--- src/rtl/logic_gate_tester.sv ---
// Self-test stimulus/response checker for a two-input AND/OR/NOT gate unit.
// Optional first-failure capture ports are enabled by defining TESTER_FIRST_FAIL_EN.
module logic_gate_tester #(
  parameter int SETTLE_CYCLES = 2,
  parameter int NUM_PASSES    = 1,
  parameter int ERR_W         = 4
) (
  input  logic             iClk,
  input  logic             iRst,
  input  logic             iStart,
  input  logic             iAnd,
  input  logic             iOr,
  input  logic             iNot,
  output logic             oA,
  output logic             oB,
  output logic             oBusy,
  output logic             oDone,
  output logic             oPass,
  output logic [ERR_W-1:0] oErrCnt
`ifdef TESTER_FIRST_FAIL_EN
  ,
  output logic [1:0]       oFailVec,
  output logic [2:0]       oFailBits,
  output logic             oFailValid
`endif
);

  localparam int SW = (SETTLE_CYCLES > 1) ? $clog2(SETTLE_CYCLES) : 1;
  localparam int PW = (NUM_PASSES > 1) ? $clog2(NUM_PASSES) : 1;
  localparam logic [SW-1:0]    SETTLE_LAST = SW'(SETTLE_CYCLES - 1);
  localparam logic [PW-1:0]    PASS_LAST   = PW'(NUM_PASSES - 1);
  localparam logic [ERR_W-1:0] ERR_MAX     = '1;

  typedef enum logic [1:0] {IDLE, SETTLE, CHECK, DONE} state_e;

  state_e           state_q, state_d;
  logic [1:0]       vec_q, vec_d;
  logic [SW-1:0]    settle_q, settle_d;
  logic [PW-1:0]    pass_q, pass_d;
  logic [ERR_W-1:0] err_q, err_d;
  logic [2:0]       mism;

  // Per-bit mismatch, ordered {not, or, and}; stimulus comes straight from vec_q
  assign mism = {iNot ^ ~vec_q[1],
                 iOr  ^ (vec_q[1] | vec_q[0]),
                 iAnd ^ (vec_q[1] & vec_q[0])};

`ifdef TESTER_FIRST_FAIL_EN
  logic [1:0] fvec_q, fvec_d;
  logic [2:0] fbits_q, fbits_d;
  logic       fvalid_q, fvalid_d;
`endif

  always_ff @(posedge iClk) begin
    if (iRst) begin
      state_q  <= IDLE;
      vec_q    <= '0;
      settle_q <= '0;
      pass_q   <= '0;
      err_q    <= '0;
`ifdef TESTER_FIRST_FAIL_EN
      fvec_q   <= '0;
      fbits_q  <= '0;
      fvalid_q <= 1'b0;
`endif
    end else begin
      state_q  <= state_d;
      vec_q    <= vec_d;
      settle_q <= settle_d;
      pass_q   <= pass_d;
      err_q    <= err_d;
`ifdef TESTER_FIRST_FAIL_EN
      fvec_q   <= fvec_d;
      fbits_q  <= fbits_d;
      fvalid_q <= fvalid_d;
`endif
    end
  end

  always_comb begin
    state_d  = state_q;
    vec_d    = vec_q;
    settle_d = settle_q;
    pass_d   = pass_q;
    err_d    = err_q;
`ifdef TESTER_FIRST_FAIL_EN
    fvec_d   = fvec_q;
    fbits_d  = fbits_q;
    fvalid_d = fvalid_q;
`endif
    case (state_q)
      IDLE, DONE: begin
        if (iStart) begin
          state_d  = SETTLE;
          vec_d    = '0;
          settle_d = '0;
          pass_d   = '0;
          err_d    = '0;
`ifdef TESTER_FIRST_FAIL_EN
          fvec_d   = '0;
          fbits_d  = '0;
          fvalid_d = 1'b0;
`endif
        end
      end
      SETTLE: begin
        if (settle_q == SETTLE_LAST) state_d = CHECK;
        else                         settle_d = settle_q + 1'b1;
      end
      CHECK: begin
        if ((|mism) && (err_q != ERR_MAX)) err_d = err_q + 1'b1;
`ifdef TESTER_FIRST_FAIL_EN
        if ((|mism) && !fvalid_q) begin
          fvec_d   = vec_q;
          fbits_d  = mism;
          fvalid_d = 1'b1;
        end
`endif
        if ((vec_q == 2'd3) && (pass_q == PASS_LAST)) begin
          state_d = DONE;
        end else begin
          state_d  = SETTLE;
          settle_d = '0;
          vec_d    = vec_q + 2'd1;
          if (vec_q == 2'd3) pass_d = pass_q + 1'b1;
        end
      end
      default: state_d = IDLE;
    endcase
  end

  // vec_q holds (1,1) in DONE, so the last vector stays on the pins
  assign oA      = vec_q[1];
  assign oB      = vec_q[0];
  assign oBusy   = (state_q == SETTLE) || (state_q == CHECK);
  assign oDone   = (state_q == DONE);
  assign oPass   = oDone && (err_q == '0);
  assign oErrCnt = err_q;
`ifdef TESTER_FIRST_FAIL_EN
  assign oFailVec   = fvec_q;
  assign oFailBits  = fbits_q;
  assign oFailValid = fvalid_q;
`endif

endmodule

--- config.mk ---
export PLATFORM = sky130hd
export DESIGN_NAME = logic_gate_tester
export DESIGN_NICKNAME = d
export VERILOG_FILES = /design/src/rtl/logic_gate_tester.sv
export SDC_FILE = /design/constraint.sdc
export NUM_CORES = 1
export LEC_CHECK = 0
export BUFFER_PORTS_ARGS = -buffer_cell sky130_fd_sc_hd__clkbuf_2
export CELL_PAD_IN_SITES_DETAIL_PLACEMENT = 0
export CELL_PAD_IN_SITES_GLOBAL_PLACEMENT = 1
export CORE_UTILIZATION = 37
export DETAILED_ROUTE_END_ITERATION = 12
export PLACE_DENSITY_LB_ADDON = 0.1
export SLEW_MARGIN = 25
export SYNTH_ARGS = -nofsm -noshare
export SYNTH_HDL_FRONTEND = slang
export SYNTH_SLANG_ARGS = --single-unit
--- constraint.sdc ---
create_clock -name iClk -period 4.4 [get_ports iClk]
set_input_delay 0.44 -clock iClk [delete_from_list [all_inputs] [get_ports iClk]]
set_output_delay 0.44 -clock iClk [all_outputs]
set_load 0.02 [all_outputs]
Yosys cells after proc, flatten, opt, wreduce, memory -nomap -nowiden --
Cells that the tools add are included.
Operators by class: add/subtract/negate cells 4, multiply operators 0, div/mod/pow operators 0, order comparisons 0, eq/ne operators 10, shift operators 0, muxes and demuxes 17, bitwise logic cells 7, reductions and logical operators 14
Operators with widths (count):
- $mux 2 | 5
- $ne 2x2->1 const B | 5
- $mux 4 | 2
- $pmux 4 s2 | 1
- $eq 2x2->1 const B | 3
- $pmux 2 s3 | 1
- $reduce_and 3->1 | 2
- $mux 1 | 5
- $add 4x1->4 const B | 1
- $logic_not 4->1 | 1
- $ne 4x4->1 const B | 1
- $pmux 2 s2 | 1
- $reduce_and 2->1 | 2
- $reduce_and 4->1 | 1
- $logic_and 1x1->1 | 3
- $pmux 1 s3 | 1
- $reduce_or 3->1 | 1
- $xor 1x1->1 | 3
- $add 1x1->1 const B | 2
- $add 2x1->2 const B | 1
- $eq 2x1->1 const B | 1
- $logic_not 2->1 | 1
- $not 1->1 | 2
- $pmux 1 s2 | 1
- other kinds (5) | 5
Storage, ports and cells: register bits 10, latch bits 0, RAM bits 0, ROM bits 0, input bits 6, output and inout port bits 9, memories 0

Depth between registers and ports, before layout --
Gate-level depths: netlist of the first run.
word-level depth 6, mapped depth 7, depth with buffers taken out 6

Worst setup path before layout of the first run --
Ideal clock, no wire load.
kind reg2reg, from register state_q[0], to register err_q[3] (netlist: oErrCnt[3]), arrival 1.824 ns, data required time 4.326 ns, path slack 2.502 ns, stages on the path, launching flop included 8, path buffers 1, clock period less this slack 1.898 ns, cell sequence dfxtp_1 > inv_1 > ha_1 > buf_6 > mux2i_1 > a41o_1 > or4_1 > a31oi_1
On the way: longest elaborated chain between the ends 4, elaborated cells between the ends (all ways) 9, those cells by class eq/ne: 4; mux: 1; reduce/logical: 4
Ends and longest elaborated chain:
- start: declaration | RTL line 36 | state_e state_q, state_d;
- start signal: assignment | RTL line 67 | state_q <= state_d;
- $eq 2x2->1 or $logic_not 2->1 (tied branches) | RTL line 91 | case (state_q)
- $reduce_or 2->1 | RTL line 91
- $ne 2x2->1 (no source line) or $reduce_bool 2->1 (tied branches)
- $reduce_and 3->1 (no source line)
- end signal: assignment | RTL line 71 | err_q <= err_d;
- end: declaration | RTL line 40 | logic [ERR_W-1:0] err_q, err_d;
Parallel ways exist; a longest one is shown, timed or not. A chain may end at the register's enable or synchronous reset.

Final worst setup path of the first run --
Ends and elaborated chain as after synthesis.

==> metrics.md, run 1 <==
| Metric | Value |
|---|---|
| Status | finished clean |
| Share of cells above drive strength 1 | 0.2083 |
| Antenna-violating nets left | 0 |
| Worst setup path class | flip-flop to flip-flop |
| DR vias | 586 |
| Final Core Density | 0.4825 |
| Antenna diodes | 0 |
| Post-Route WL | 1316 um |
| DR DRC count | 0 |
| Clock root buffer master | clkbuf_4 |
| Hpwl dp | roughly 970 um |
| Vias per cell | 5.232 |
| Area Growth Syn to Fin | 16.48% |
| CP endpoint kind | flip-flop |
| Hold-fix buffers at CTS | 0 |
| Distinct cells, synth | 32 |
| Die Y | 44.02 um |
| Postcts setup bufs | 0 |
| DRT Pass-1 Iters | 6 |
| MaxCap Viol Count | 0 |
| Mapped Cells | 81 |
| Clock sinks | 10 |
| Cell Rows | 14 |
| Tcrit/Tclk final | 0.4575 |
| Met2 wire len | 531 um |
| Antenna violations before repair | 0 |
| Sequential element share of the synthesized area | 0.3065 |
| Total congestion overflow | 0 |
| Core ar. | 1577 sq um |
| Worst Setup SP | state_q[0] |
| Slew headroom | 0.6676 |
| CTS tree | yes |
| Setup crit start kind | flip-flop |
| Hold path startpoint | pass_q |
| RSZ-0062 raised after global routing | false |
| H-tree levels | 1 |
| Avg Synthesized Cell Area | roughly 8.1 sq um |
| Drt wl/cell | 11.75 um |
| Worst EP required | between 4 and 5 ns |
| I/O pin count | 15 |
| Overall Global Routing Usage | 0.1493 |
| Final Hold Fails | 0 |
| Starting Density | 0.4143 |
| Warnings from Yosys | 0 |
| CTS max path bufs | 2 |
| Max Used Layer | met4 |
| Metal3 WL | approximately 44 um |
| Reg2reg path depth | 6 |
| Setup tns final | 0 ns |
| F_max | 496.7 MHz |
| CP arrival | 2.23 ns |
| Pwr dens | just under 300 nW/um^2 |
| Worst Skew | 0.01666 ns |
| Starting DRC count in detailed routing | 16 |
| DRT met1 WL | around 730 um |
| I/O Buffers | 14 |
| Pin count of the biggest net entering global routing | 13 |
| Cell Area, Synth | roughly 650 sq um |
| First-pass GRT wire length | 2132 um |
| Register-to-register setup slack | 2.39 ns |
| FF-to-FF End | oErrCnt[3] |
| CTS Buf Count | 3 |
| Hold EP | pass_q |
| Syn Nets | 94 |
| Minimum clock period | just over 2 ns |
| P_leak | 0.0003281 uW |
| Clock-pin slew on the worst setup and hold paths | 0.09 ns |
| Post-cts resize count | 0 |
| Worst Tran Pin Value | 0.4948 ns |
| CP Max Fanout | 8 |
| FF+latch count, synth | 10 |
| HP Class | flip-flop to flip-flop |
| Worst vdd ir | between 0.15 and 0.2 mV |
| RePlAce Congestion | 0.7317 |
| Worst r2r src | state_q[0] |
| Most frequent cells in the layout | clkbuf_2, a21oi_1, dfxtp_1, inv_1, ha_1 |
| Nets | 110 |
| Pins Over Slew Limit | 0 |
| Most common cell after layout, fill and taps aside | clkbuf_2 |
| WHS Path Cells | 1 |
| Final setup viols | 0 |
| Vias in the first global route | roughly 490 |
| Worst-Skew Late Latency | 0.28 ns |
| Die W | ~44 um |
| Die ar. | 1937 sq um |
==> Yosys cell counts, drive strengths merged <==
master  count  area, sq um
nor4        1        6.260
nor3        2        10.01
or3b        1        8.760
nand3b      1        7.510
buf         1        11.26
xor2        1        8.760
o32ai       2        17.52
o211ai      1        7.510
or4         1        7.510
nor3b       1        7.510
dfxtp      10        200.2
o22ai       1        6.260
nor2b       1        6.260
nand4       2        12.51
nor4b       1        8.760
inv         8        30.03
xnor2       2        17.52
a31oi       1        6.260
or2         1        6.260
a41o        1        10.01
ha          7        87.58
a211oi      1        7.510
mux2i       1        10.01
or3         1        6.260
clkbuf      2        7.510
nand2b      3        18.77
a21oi      10        50.05
or2b        1        7.510
nand3       2        10.01
nor2        6        22.52
nand2       5        18.77
o21ai       2        10.01
==> worst max-delay path, cell delays in order (launching register included) <==
cell     delay (ns)
dfxtp_1        0.36
inv_1          0.07
ha_1           0.39
mux2i_1        0.18
a41o_1         0.27
or4_1          0.52
a31oi_1        0.16
==> layer usage <==
| metal | track usage | vias up |
|---|---|---|
| met1 | 0.2107 | 256 |
| met4 | 0.09091 | 0 |
| met2 | 0.2118 | 11 |
| met5 | 0 | - |
| li1 | - | 317 |
| met3 | 0.02449 | 2 |
==> through the flow <==
step | setup slack (ns) | total power, uW | cell area [sq um] | hold WS, ns | instances
floorplan | 2.502 | 130.1 | 653.1 | 0.4512 | 81
global placement | 2.431 | 137.8 | 724.4 | 0.4593 | 108
detailed placement | 2.400 | 137.6 | 724.4 | 0.4613 | 108
CTS | 2.383 | 225.7 | 760.7 | 0.4730 | 112
global route | 2.250 | 233.1 | 760.7 | 0.4857 | 112
finish | 2.387 | 223.5 | 760.7 | 0.4718 | 112
==> kinds of logic after synthesis <==
logic type / count (synthesis) / share of synthesized area
xor gates and xnor gates: 3 / 0.04024
adders and majority gates: 7 / 0.1341
AOI/OAI and AO/OA: 19 / 0.1763
muxes: 1 / 0.01533
DFF: 10 / 0.3065
buffers and inverters: 11 / 0.07472
and+or+nand+nor: 30 / 0.2529
==> final cells by class <==
class | count | area (sq um)
timing repair buffer | 14 | 70.07
clock buffer | 4 | 36.28
fill | 165 | 815.8
tap | 16 | 20.02
sequential | 10 | 200.2
inverter | 8 | 30.03
multi-input combinational | 60 | 404.1
==> state kept, by name, summed over array words and instances, names as in the netlist <==
register	flops
oErrCnt	4
state_q	2
vec_q	2
pass_q	1
settle_q	1
==> where the power goes <==
group	switching (uW)	internal (uW)
logic	24.6	15.3
clock network	37.5	50.3
registers	2.54	93.2
==> worst max path at each step <==
stage | end | cells past startpoint
final | oErrCnt[3] | 6
after detailed placement | oErrCnt[3] | 6
after global routing | oErrCnt[3] | 6
after CTS | oErrCnt[3] | 6
after floorplan | oErrCnt[3] | 7
after global placement | oErrCnt[3] | 6
(Power assumes the default switching activity.)
==> run 2: changes to the inputs <==
==> constraint.sdc (replaced) <==
create_clock -name iClk -period 1.94 [get_ports iClk]
set_input_delay 0.194 -clock iClk [delete_from_list [all_inputs] [get_ports iClk]]
set_output_delay 0.194 -clock iClk [all_outputs]
set_load 0.02 [all_outputs]
==> run 2 against run 1 <==
  * Critical path type unchanged
  * Final cell count up 3.6%
  * First-iteration DRC count decreased by 31%
  * Core utilization increased by 3.1 points
==> metrics.md, run 2 (synthesis results as in run 1) <==
| Metric | Value |
|---|---|
| Worst vdd ir | 0.4339 mV (was 0.1986 mV) |
| Slew headroom | 0.7962 (was 0.6676) |
| Vias per cell | 5.284 (was 5.232) |
| Fill cells | 168 (was 165) |
| Most frequent cells in the layout | clkbuf_2, a21oi_1, dfxtp_1, inv_1 (was clkbuf_2, a21oi_1, dfxtp_1, inv_1, ha_1) |
| Die W | 44.02 um (unchanged) |
| Setup tns final | 0 ns (unchanged) |
| CP arrival | 1.98 ns (was 2.23 ns) |
| Reg2reg path depth | 6 (unchanged) |
| Clock sinks | 10 (unchanged) |
| First-pass GRT wire length | 2339 um (was 2132 um) |
| CTS Buf Count | 3 (unchanged) |
| Pins Over Slew Limit | 0 (unchanged) |
| Vias in the first global route | 551 (was 493) |
| WHS Path Cells | 2 (was 1) |
| Clock-pin slew on the worst setup and hold paths | 0.07 ns (was 0.09 ns) |
| MaxCap Viol Count | 0 (unchanged) |
| DRT Pass-1 Iters | 6 (unchanged) |
| Worst-Skew Late Latency | 0.27 ns (was 0.28 ns) |
| Worst setup path class | flip-flop to flip-flop (unchanged) |
| Final setup viols | 0 (unchanged) |
| Pin count of the biggest net entering global routing | 13 (unchanged) |
| Fin Hold WS | 0.2614 ns (was 0.4718 ns) |
| CTS max path bufs | 2 (unchanged) |
| Clock root buffer master | clkbuf_4 (unchanged) |
| Post-Route WL | 1383 um (was 1316 um) |
| Worst EP required | 2.14 ns (was 4.61 ns) |
| DR vias | 613 (was 586) |
| FF+latch area | 201.4 sq um (was 200.2 sq um) |
| DR DRC count | 0 (unchanged) |
| Most common cell after layout, fill and taps aside | clkbuf_2 (unchanged) |
| Die ar. | 1937 sq um (unchanged) |
| F_max | 561.9 MHz (was 496.7 MHz) |
| Hold-fix buffers at CTS | 0 (unchanged) |
| Hpwl dp | 1035 um (was 969.7 um) |
| Worst Skew | 0.002509 ns (was 0.01666 ns) |
| Share of cells above drive strength 1 | 0.2700 (was 0.2083) |
| RePlAce Congestion | 0.7316 (was 0.7317) |
| Tcrit/Tclk final | 0.9174 (was 0.4575) |
| Starting Density | 0.4143 (unchanged) |
| H-tree levels | 1 (unchanged) |
| Antenna-violating nets left | 0 (unchanged) |
| Antenna diodes | 0 (unchanged) |
| Post-Layout Cell Count | 116 (was 112) |
| Worst Tran Pin Value | 0.3041 ns (was 0.4948 ns) |
| RSZ-0062 raised after global routing | false (unchanged) |
| P_leak | 0.0003483 uW (was 0.0003281 uW) |
| Final Hold Fails | 0 (unchanged) |
| Minimum clock period | 1.780 ns (was 2.013 ns) |
| Drt wl/cell | 11.92 um (was 11.75 um) |
| I/O Buffers | 14 (unchanged) |
| Multi-input gate area | 421.7 sq um (was 404.1 sq um) |
| Pwr dens | 644.1 nW/um^2 (was 293.8 nW/um^2) |
| Setup crit start kind | flip-flop (unchanged) |
| Postcts setup bufs | 0 (unchanged) |
| CP endpoint kind | flip-flop (unchanged) |
| Antenna violations before repair | 0 (unchanged) |
| Starting DRC count in detailed routing | 11 (was 16) |
| CP Max Fanout | 4 (was 8) |
| CTS tree | yes (unchanged) |
| Status | finished clean (unchanged) |
| Cell Rows | 14 (unchanged) |
| Area Growth Syn to Fin | 23.95% (was 16.48%) |
| HP Class | input port to flip-flop (was flip-flop to flip-flop) |
| Nets | 114 (was 110) |
| I/O pin count | 15 (unchanged) |
| Total congestion overflow | 0 (unchanged) |
| Overall Global Routing Usage | 0.1645 (was 0.1493) |
| Largest register FFs | 4 (unchanged) |
| Placed Cells incl. Taps | 112 (was 108) |
| Core ar. | 1577 sq um (unchanged) |
| Post-cts resize count | 0 (unchanged) |
| Die Y | 44.02 um (unchanged) |
==> run 2: final timing paths <==
path | from | slack, ns | endpoint
worst max-delay path | state_q[0] | 0.16 | oErrCnt[3]
worst min-delay path | iRst | 0.26 | vec_q[1]
worst max register to register | state_q[0] | 0.16 | oErrCnt[3]
worst min register to register | pass_q | 0.47 | pass_q
==> run 2: cell type report <==
| type | instances | area share |
|---|---|---|
| inverter | 8 | 0.03709 |
| tap | 16 | 0.02473 |
| timing repair buffer | 18 | 0.1236 |
| multi-input combinational | 60 | 0.5209 |
| sequential | 10 | 0.2488 |
| clock buffer | 4 | 0.04482 |
==> run 2: layer usage <==
metal	routed length [um]	GRT usage	share of wire	vias up
li1	-	-	-	324
met1	710	0.2284	0.51	276
met2	617	0.2441	0.45	11
met3	46	0.02449	0.033	2
met4	9	0.09091	0.0065	0
met5	0	0	0	-
==> run 2: power breakdown <==
part           leakage, uW  internal, uW  switching, uW
clock network    0.0000210           114           79.4
registers        0.0000812           212           6.12
logic             0.000246          48.4           61.7
==> run 2: worst max-delay path, stage by stage (launching register included) <==
cell and delay [ns]:
dfxtp_2 0.34, inv_1 0.08, ha_4 0.25, mux2i_1 0.13, a41o_1 0.24, or4_1 0.52, a31oi_1 0.16
==> run 2: metrics by stage <==
stage	power (uW)	util	area (sq um)	worst slack, ns
2_1_floorplan	295.0	-	653.1	0.04165
3_3_place_gp	325.9	0.4786	754.5	0.09457
3_5_place_dp	326.2	0.4786	754.5	0.08085
4_1_cts	523.6	0.5016	790.8	0.06189
5_1_grt	552.8	0.5135	809.5	0.05796
6_report	521.4	0.5135	809.5	0.1603
==> run 3: changes to the inputs <==
--- a/config.mk
+++ b/config.mk
@@ -11,6 +11,7 @@
 export CORE_UTILIZATION = 37
 export DETAILED_ROUTE_END_ITERATION = 12
 export PLACE_DENSITY_LB_ADDON = 0.1
+export RECOVER_POWER = 50
 export SLEW_MARGIN = 25
 export SYNTH_ARGS = -nofsm -noshare
 export SYNTH_HDL_FRONTEND = slang
==> run 3 against run 2 <==
  * Final cell count is the same
  * Clock skew is essentially flat
  * Combinational power is essentially flat
  * First-iteration DRC count is the same
  * Sequential share of layout area grew 0.43 points
  * Global-route usage is the same
  * Total power shrank 0.63%
  * Worst setup slack lost 0.0041 ns
==> metrics.md, run 3 (synthesis results as in run 1) <==
| Metric | Value |
|---|---|
| Final setup viols | 0 (unchanged) |
| Most common cell after layout, fill and taps aside | a21oi_1 (was clkbuf_2) |
| Worst EP required | 2.14 ns (about the same) |
| Pins Over Slew Limit | 0 (unchanged) |
| Final worst slack | 0.1562 ns (was 0.1603 ns) |
| Nets | 114 (unchanged) |
| Hpwl dp | 1035 um (unchanged) |
| CP endpoint kind | flip-flop (unchanged) |
| Cell Rows | 14 (unchanged) |
| Antenna violations before repair | 0 (unchanged) |
| Vias in the first global route | 551 (unchanged) |
| DR vias | 607 (was 613) |
| P_leak | 0.0003174 uW (was 0.0003483 uW) |
| MaxCap Viol Count | 0 (unchanged) |
| Worst setup path class | flip-flop to flip-flop (unchanged) |
| Final Core Density | 0.5048 (was 0.5135) |
| CP Max Fanout | 4 (unchanged) |
| Antenna-violating nets left | 0 (unchanged) |
| Tcrit/Tclk final | 0.9195 (was 0.9174) |
| Worst Tran Pin Value | 0.3070 ns (was 0.3041 ns) |
| Post-Route WL | 1384 um (was 1383 um) |
| Core ar. | 1577 sq um (unchanged) |
| CP arrival | 1.98 ns (about the same) |
| Final Hold Fails | 0 (unchanged) |
| Pin count of the biggest net entering global routing | 13 (unchanged) |
| Clock sinks | 10 (unchanged) |
| Minimum clock period | 1.784 ns (was 1.780 ns) |
| Worst-Skew Late Latency | 0.27 ns (about the same) |
| Starting DRC count in detailed routing | 11 (unchanged) |
| H-tree levels | 1 (unchanged) |
| Area Growth Syn to Fin | 21.84% (was 23.95%) |
| Status | finished clean (unchanged) |
| Most frequent cells in the layout | a21oi_1, dfxtp_1, clkbuf_1, inv_1 (was clkbuf_2, a21oi_1, dfxtp_1, inv_1) |
| Die Y | 44.02 um (unchanged) |
| Drt wl/cell | 11.93 um (was 11.92 um) |
| Largest register FFs | 4 (unchanged) |
| I/O pin count | 15 (unchanged) |
| Clock root buffer master | clkbuf_4 (unchanged) |
| Die ar. | 1937 sq um (unchanged) |
| Power consumption | 518.2 uW (was 521.4 uW) |
| Worst vdd ir | 0.4338 mV (was 0.4339 mV) |
| Vias per cell | 5.233 (was 5.284) |
| Setup crit start kind | flip-flop (unchanged) |
| Pwr dens | 651.1 nW/um^2 (was 644.1 nW/um^2) |
| Postcts setup bufs | 0 (unchanged) |
| CTS Buf Count | 3 (unchanged) |
| CTS tree | yes (unchanged) |
| Setup WS pre-CTS | 0.08085 ns (unchanged) |
| Total congestion overflow | 0 (unchanged) |
| DRT Pass-1 Iters | 6 (unchanged) |
| Worst Skew | 0.002402 ns (was 0.002509 ns) |
| HP Class | input port to flip-flop (unchanged) |
| Overall Global Routing Usage | 0.1645 (unchanged) |
| Slew headroom | 0.7942 (was 0.7962) |
| F_max | 560.6 MHz (was 561.9 MHz) |
| RePlAce Congestion | 0.7316 (unchanged) |
| RSZ-0062 raised after global routing | false (unchanged) |
| CTS max path bufs | 2 (unchanged) |
| I/O Buffers | 14 (unchanged) |
| First-pass GRT wire length | 2339 um (unchanged) |
| Antenna diodes | 0 (unchanged) |
| Hold-fix buffers at CTS | 0 (unchanged) |
| Share of cells above drive strength 1 | 0.1800 (was 0.2700) |
| Clock-pin slew on the worst setup and hold paths | 0.07 ns (about the same) |
| Starting Density | 0.4143 (unchanged) |
| DR DRC count | 0 (unchanged) |
| Die W | 44.02 um (unchanged) |
| Setup tns final | 0 ns (unchanged) |
-- run 3: changes by cell type in the layout (fill, tap and decap cells not counted) --
| cell | change |
|---|---|
| buf_4 | -1 |
| clkbuf_2 | -8 |
| clkbuf_1 | +9 |
-- run 3: critical path: stages (launching register included) --
cell,delay [ns]
dfxtp_2,0.34
inv_1,0.08
ha_4,0.25
mux2i_1,0.13
a41o_1,0.24
or4_1,0.52
a31oi_1,0.16
-- run 3: final timing paths --
| check | startpoint | slack, ns | end | cells after the start |
|---|---|---|---|---|
| worst min register to register | pass_q | 0.47 | pass_q | 1 |
| worst max register to register | state_q[0] | 0.16 | oErrCnt[3] | 6 |
| worst min-delay path | iRst | 0.26 | vec_q[1] | 2 |
| worst max-delay path | state_q[0] | 0.16 | oErrCnt[3] | 6 |
-- run 3: timing repair --
action	CTS	global route
hold endpoints to repair	0	0
endpoints found under the setup margin	0	3
resized for setup	0	3
-- run 3: layout make-up --
cell class              instances  area [sq um]
fillers                       172         780.7
multi-input cells              60         421.7
flip-flops and latches         10         201.4
repair buffers                 18         86.33
clock buffers                   4         36.28
inverters                       8         30.03
well taps                      16         20.02
-- run 3: report_power, final --
part           internal, uW  leakage, uW  switching (uW)
Combinational          45.1     0.000215            61.9
Sequential              212    0.0000812            6.09
Clock                   114    0.0000210            79.3
Total                   371     0.000317             147
-- run 3: routing by layer --
metal	vias to the layer above	wire [um]	GRT usage
met2	9	616	0.2441
met3	2	34	0.02449
met4	0	9	0.09091
met1	272	723	0.2284
met5	-	0	0
li1	324	-	-
-- run 3: stage by stage --
| step | hold WS, ns | area (sq um) | instances |
|---|---|---|---|
| final | 0.2632 | 795.8 | 116 |
| after global routing | 0.2836 | 795.8 | 116 |
| after CTS | 0.2562 | 790.8 | 116 |
| after detailed placement | 0.4634 | 754.5 | 112 |
| after global placement | 0.4583 | 754.5 | 112 |
| after floorplan | 0.3567 | 653.1 | 81 |
